`config.mk`:
```
export PLATFORM = sky130hd
export DESIGN_NAME = mb_repairclk_controller
export DESIGN_NICKNAME = d
export VERILOG_FILES = /design/src/rtl/mb_repairclk_controller.sv
export SDC_FILE = /design/constraint.sdc
export NUM_CORES = 1
export LEC_CHECK = 0
export CORE_MARGIN = 3
export CORE_UTILIZATION = 50
export CTS_BUF_LIST = sky130_fd_sc_hd__clkbuf_8
export CTS_CLUSTER_SIZE = 10
export DETAILED_ROUTE_END_ITERATION = 12
export PLACE_DENSITY_LB_ADDON = 0.12
export SLEW_MARGIN = 25
export SYNTH_ARGS = -nofsm -noshare
export SYNTH_HDL_FRONTEND = slang
export SYNTH_SLANG_ARGS = --single-unit
```
`constraint.sdc`:
```
create_clock -name i_clk -period 1.7 [get_ports i_clk]
set_input_delay 0.17 -clock i_clk [delete_from_list [all_inputs] [get_ports i_clk]]
set_output_delay 0.17 -clock i_clk [all_outputs]
set_load 0.03 [all_outputs]
```
`src/rtl/mb_repairclk_controller.sv`:
```
// rtl/mb_repairclk_controller.sv - repair-clock sequence controller (clear, generate, settle, check, retry)
//
// Runs the repair-clock check: clears the detector, enables the clock mode
// generator until it reports completion (or a timeout expires), waits for the
// detector to settle, then samples the detector result. A failed check is
// retried up to MAX_RETRY times.
//
// Ports:
//   i_clk              system clock
//   i_rst              asynchronous active-high reset
//   i_start            single-cycle request to run the sequence (IDLE only)
//   i_abort            single-cycle request to cancel a running sequence
//   i_gen_done         completion flag from the clock mode generator
//   i_result_logged    detector result {Track,CKN,CKP}, 1 = pattern seen
//   o_clear            detector clear pulse (CLEAR state)
//   o_state_indicator  generator repair-mode enable (registered, GEN state)
//   o_busy             high whenever the FSM is not IDLE
//   o_done             one-cycle sequence-complete pulse
//   o_pass/o_fail/o_timeout  sticky status, cleared by an accepted i_start
//   o_result           last latched detector result
//   o_retry_cnt        retries used in the current or last run
module mb_repairclk_controller #(
   parameter int SETTLE_CYC  = 8,
   parameter int TIMEOUT_CYC = 1024,
   parameter int MAX_RETRY   = 2
) (
   input  logic       i_clk,
   input  logic       i_rst,
   input  logic       i_start,
   input  logic       i_abort,
   input  logic       i_gen_done,
   input  logic [2:0] i_result_logged,
   output logic       o_clear,
   output logic       o_state_indicator,
   output logic       o_busy,
   output logic       o_done,
   output logic       o_pass,
   output logic       o_fail,
   output logic       o_timeout,
   output logic [2:0] o_result,
   output logic [2:0] o_retry_cnt
);

   // Counters only ever need to reach PARAM-1; guard the width for PARAM=1.
   localparam int TW = (TIMEOUT_CYC > 1) ? $clog2(TIMEOUT_CYC) : 1;
   localparam int SW = (SETTLE_CYC > 1) ? $clog2(SETTLE_CYC) : 1;

   localparam logic [TW-1:0] TIMER_LAST  = TW'(TIMEOUT_CYC - 1);
   localparam logic [SW-1:0] SETTLE_LAST = SW'(SETTLE_CYC - 1);
   localparam logic [2:0]    RETRY_MAX   = 3'(MAX_RETRY);

   typedef enum logic [2:0] {
      S_IDLE,
      S_CLEAR,
      S_GEN,
      S_SETTLE,
      S_CHECK,
      S_DONE
   } state_t;

   state_t        state, state_n;
   logic [TW-1:0] timer, timer_n;
   logic [SW-1:0] settle, settle_n;
   logic [2:0]    retry_n, result_n;
   logic          pass_n, fail_n, timeout_n, si_n;

   always_ff @(posedge i_clk or posedge i_rst) begin
      if (i_rst) begin
         state             <= S_IDLE;
         timer             <= '0;
         settle            <= '0;
         o_retry_cnt       <= '0;
         o_result          <= '0;
         o_pass            <= 1'b0;
         o_fail            <= 1'b0;
         o_timeout         <= 1'b0;
         o_state_indicator <= 1'b0;
      end else begin
         state             <= state_n;
         timer             <= timer_n;
         settle            <= settle_n;
         o_retry_cnt       <= retry_n;
         o_result          <= result_n;
         o_pass            <= pass_n;
         o_fail            <= fail_n;
         o_timeout         <= timeout_n;
         o_state_indicator <= si_n;
      end
   end

   always_comb begin
      state_n   = state;
      timer_n   = timer;
      settle_n  = settle;
      retry_n   = o_retry_cnt;
      result_n  = o_result;
      pass_n    = o_pass;
      fail_n    = o_fail;
      timeout_n = o_timeout;

      case (state)
         S_IDLE: begin
            if (i_start) begin
               state_n   = S_CLEAR;
               pass_n    = 1'b0;
               fail_n    = 1'b0;
               timeout_n = 1'b0;
               result_n  = '0;
               retry_n   = '0;
            end
         end
         S_CLEAR: begin
            state_n = S_GEN;
            timer_n = '0;
         end
         S_GEN: begin
            // Completion is checked first so it wins over a coincident timeout.
            if (i_gen_done) begin
               state_n  = S_SETTLE;
               settle_n = '0;
            end else if (timer == TIMER_LAST) begin
               state_n   = S_DONE;
               fail_n    = 1'b1;
               timeout_n = 1'b1;
            end else if (timer != {TW{1'b1}}) begin
               timer_n = timer + 1'b1;
            end
         end
         S_SETTLE: begin
            if (settle == SETTLE_LAST) begin
               state_n = S_CHECK;
            end else if (settle != {SW{1'b1}}) begin
               settle_n = settle + 1'b1;
            end
         end
         S_CHECK: begin
            result_n = i_result_logged;
            if (i_result_logged == 3'b111) begin
               state_n = S_DONE;
               pass_n  = 1'b1;
            end else if (o_retry_cnt < RETRY_MAX) begin
               state_n = S_CLEAR;
               retry_n = o_retry_cnt + 1'b1;
            end else begin
               state_n = S_DONE;
               fail_n  = 1'b1;
            end
         end
         S_DONE: begin
            state_n = S_IDLE;
         end
         default: begin
            state_n = S_IDLE;
         end
      endcase

      // Abort overrides everything above. Pass is dropped so pass and fail
      // can never be set together (abort landing in the DONE cycle).
      if (i_abort && (state != S_IDLE)) begin
         state_n   = S_IDLE;
         timer_n   = timer;
         settle_n  = settle;
         retry_n   = o_retry_cnt;
         result_n  = o_result;
         timeout_n = o_timeout;
         pass_n    = 1'b0;
         fail_n    = 1'b1;
      end

      si_n = (state_n == S_GEN);
   end

   assign o_clear = (state == S_CLEAR);
   assign o_busy  = (state != S_IDLE);
   assign o_done  = (state == S_DONE) && !i_abort;

endmodule

```
[Word level (Yosys, flattened, before mapping)]
Index checks and enable logic that the tools add are counted.
W data, S select, Z words.
Storage, ports and cells
  register bits after elaboration: 26
  bits in latches: 0
  memory bits (writable): 0
  memory bits (read-only): 0
  output and inout port bits: 13
  logic and storage cells: 91
  memories kept: 0
Cells by class
  add/subtract/negate cells: 3
  multiply operators: 0
  divide/modulo/power cells: 0
  magnitude comparators: 1
  equality and inequality tests: 27
  shifts and indexed selects: 0
  multiplexer cells: 32
  bitwise logic cells: 1
  reductions and logical operators: 18
Operators by type and width (count)
  $mux W3: 13
  $mux W10: 3
  $ne A3 B3 Y1 const B: 7
  $ne A2 B2 Y1 const B: 10
  $pmux W10 S2: 1
  $reduce_and A5 Y1: 4
  $pmux W3 S2: 3
  $pmux W3 S5: 1
  $eq A3 B3 Y1 const B: 4
  $add A10 B1 Y10 const B: 1
  $eq A10 B10 Y1 const B: 1
  $ne A10 B10 Y1 const B: 1
  $eq A3 B2 Y1 const B: 3
  $mux W1: 8
  $reduce_bool A2 Y1: 4
  $add A3 B1 Y3 const B: 2
  $reduce_and A3 Y1: 2
  $reduce_and A6 Y1: 1
  $reduce_bool A3 Y1: 2
  $pmux W1 S2: 2
  $reduce_bool A4 Y1: 1
  $eq A3 B1 Y1 const B: 1
  $logic_not A3 Y1: 1
  $lt A3 B2 Y1 const B: 1
  4 further kinds: 5

[Depth between registers and ports, before layout]
  depth in word-level cells: 6
  depth in mapped cells: 6
  depth with buffers taken out: 6

[Worst setup path after synthesis]
No wires, ideal clock.
  path kind: register to register
  start point: register o_retry_cnt[1]
  end point: register o_retry_cnt[0]
  data arrival time: 1.884 ns
  data required time: 1.575 ns
  setup slack: -0.308 ns
  cell stages (with the launch flop): 5
  path buffers: 0
  clock period less this slack: 2.008 ns
  path through: dfrtp_1 -> a311o_1 -> or3b_2 -> a21oi_1 -> mux2_2
Between the ends
  longest elaborated chain between the ends: 3
Ends and longest elaborated chain
  from (decl): RTL line 41  | output logic [2:0] o_retry_cnt
  from (signal assigned): RTL line 82  | o_retry_cnt <= retry_n;
  $lt A3 B2 Y1: RTL line 141  | end else if (o_retry_cnt < RETRY_MAX) begin
  $ne A2 B2 Y1 (no source line)
  $reduce_and A5 Y1 (no source line)
No other way between the ends.
A chain may end at the register's enable or synchronous reset.

[Worst setup path after layout]
  start point: register state[0]
  end point: register timer[4]
Between the ends
  longest elaborated chain between the ends: 4
Ends and longest elaborated chain
  from (decl): RTL line 61  | state_t state, state_n;
  from (signal assigned): RTL line 79  | state <= state_n;
  branches (longest 4 deep; another with $reduce_and A5 Y1)
  to (signal assigned): RTL line 80  | timer <= timer_n;
  to (decl): RTL line 62  | logic [TW-1:0] timer, timer_n;
Several ways; the timed one is not identified.

==> impl_metrics.ini <==
[placed_design]
hpwl_mm = 2.80
placed_area_mm2 = 0.00197
post-place-ws_ns = -0.441
place.gp.congestion = 0.851
io_buffers = 20

[setup_path]
crit_top_cell = buf_4
cp.arrival_ns = 2.03
crit_chain = buf_4 -> or3b_4 -> buf_6 -> nor4_4 -> buf_4 -> or4_4 -> a21oi_1
crit_path_max_fanout = 7
cpPeakStageDelay_ns = 0.38
crit_family = simple AND/OR/NAND/NOR gates
required_ns = 1.86
rrSetupSlack_ns = -0.17
cp-end-kind = flop
cp_num_buf_inv = 3
cp-startpoint = state[0]
worstRegToRegCells = 7
rr_startpoint = state[0]
cpMaxStageDelayCell = dfrtp_1
critPathLaunchType = flop
endpoint = timer[4]
r2r-end = timer[4]
path_depth = 7
crit_type = reg -> reg

[detailed_routing]
postRouteAntennaNets = 0
drt_pass1_iterations = 4
drcViolationCount = 0
num_vias = 1463
drt_iter0_drc = 107
wl_mm = 3.86
wl_per_cell_um = 15.7
drt-vias-per-instance = 5.95

[worst_hold_path]
worstHoldPathType = in -> async

[layout]
n_antenna_cell = 0
final_common_cell = buf_4
utilization = 0.761
layout.nets = 228
drive_above_1_share = 0.316
fill_cells = 205
syn2layout_area_growth_pct = 42.8
final_cell_mix = buf_4, dfrtp_1, nand2_1
fin_area_mm2 = 0.00212

[timing]
fin_crit_sh = 1.10
hold_viol_final = 0
fin_skew_ns = 0.00448
relSlewSlack = 0.751
max_freq_mhz = 534
rsz0062_at_grt = yes
worst_slew_pin_slew_ns = 0.373
period_needed_ns = 1.87
slew_viol_final = 0
fin_ws_ns = -0.173
finalSetupViolCount = 15

[clocking]
cts_tree = yes
cts_max_level = 1
clkTransAtPathRegs_ns = 0.09
cts_buffer_depth = 2
clk_latency_ns = 0.27
ctsHoldBuffers = 0
cts_root_buf = clkbuf_8
cts_made_buffers = 3
clock-sinks = 26

[yosys]
synth_cell_type_count = 39
synth_top_cell_by_area = dfrtp_1
syn-instance-count = 162
ys_async_sr_fraction = 1.00
syn_avg_cell_area_um2 = 9.14
synth_top_cell_area_share = 0.439
yosysWarningCount = 0
ys_seq_area_frac = 0.439
syn_nets = 174
synthFlopType = dfrtp_1
synth-seq-cells = 26
synth_edf_count = 0
syn-cell-area_mm2 = 0.00148
synth.area.top_cells = dfrtp_1, nand2_1, a21oi_1, o31ai_1, a22o_1

[floorplanning]
io_pins = 21
die_w_um = 60.4
num_rows = 19
die_area_mm2 = 0.00365
start_util = 0.533
coreArea_mm2 = 0.00278
die_h_um = 60.4

[global_route]
grt_max_degree = 15
grt_pass1_vias = 1370
grt_overflow = 0
antenna_found_initial = 0
track_usage = 0.224
grt_first_pass_wirelength_mm = 6.15

[power_and_ir_drop]
power.static_leakage_nw = 0.966
p_per_area_mw_per_mm2 = 1000
ir_worst_vdd_mv = 0.968

[run]
maxCapViolCount = 0

[outcome]
violations = negative setup slack
status = finished with violations
## layout make-up
cell class	instances	area (µm²)	area share
clock inverters	1	3.75	0.00177
multi-input cells	124	892	0.422
flip-flops and latches	26	653	0.309
inverters	6	22.5	0.0106
clock buffers	3	41.3	0.0195
repair buffers	55	464	0.219
well taps	31	38.8	0.0183
## through the flow
step / power, mW / hold WS (ns) / TNS (ns) / std cells
2_1_floorplan: 1.31 / 0.210 / -0.437 / 162
3_3_place_gp: 1.66 / 0.456 / -2.97 / 238
3_5_place_dp: 1.69 / 0.462 / -3.47 / 238
4_1_cts: 2.07 / 0.161 / -1.31 / 243
5_1_grt: 2.25 / 0.170 / -2.94 / 246
6_report: 2.12 / 0.157 / -1.84 / 246
## cells by family (layout without fill, tap and decap cells)
family / after synthesis / after routing / share of synthesized area
AND/OR/NAND/NOR: 72 / 72 / 0.264
buffers and inverters: 12 / 65 / 0.0312
AO/OA/AOI/OAI: 42 / 42 / 0.188
adder cells (fa/ha/maj): 5 / 5 / 0.0405
multiplexers: 5 / 5 / 0.0363
flip-flops: 26 / 26 / 0.439
## synth_stat cells, types with 5 or more instances
library cell / instances
a21oi_1: 13
a22o_1: 6
clkbuf_1: 5
dfrtp_1: 26
inv_1: 6
nand2_1: 19
nand2b_1: 5
nand3_1: 6
nor2_1: 11
o21ai_0: 9
o31ai_1: 7
or4_1: 5
## repair_timing
| item | CTS | global route |
|---|---|---|
| endpoints found under the hold margin | 0 | 0 |
| buffers inserted | 1 | 2 |
| resized for setup | 8 | 23 |
| endpoints found under the setup margin | 15 | 24 |
| pin swaps | 3 | 5 |
| gates cloned | 0 | 1 |
## routing by layer
| layer | vias up | share of wire | track usage |
|---|---|---|---|
| met3 | 7 | 0.037 | 0.0340 |
| met4 | 0 | 0.018 | 0.0836 |
| met1 | 712 | 0.44 | 0.289 |
| met2 | 35 | 0.51 | 0.380 |
| li1 | 709 | - | - |
| met5 | - | 0 | 0 |
## flip-flops by register name, summed over array words and instances (netlist names), 3 cells and up
register     cells
timer           10
o_retry_cnt      3
state            3
o_result         3
settle           3
## how the worst min path moves through the flow
stage               start          end  slack, ns
finish              i_rst  o_result[1]       0.16
CTS                 i_rst  o_result[0]       0.16
detailed placement  i_rst  o_result[1]       0.46
global route        i_rst  o_result[1]       0.17
floorplan           i_rst       o_fail       0.21
global placement    i_rst  o_result[0]       0.46
## power breakdown
| part | leakage [nW] | total (mW) | switching (mW) | internal, mW |
|---|---|---|---|---|
| sequential | 0.351 | 0.755 | 0.0504 | 0.705 |
| clock | 0.0269 | 0.352 | 0.190 | 0.162 |
| combinational | 0.588 | 1.02 | 0.564 | 0.454 |
| total | 0.966 | 2.12 | 0.804 | 1.32 |
Note: power is estimated with default switching activity, not from simulation.
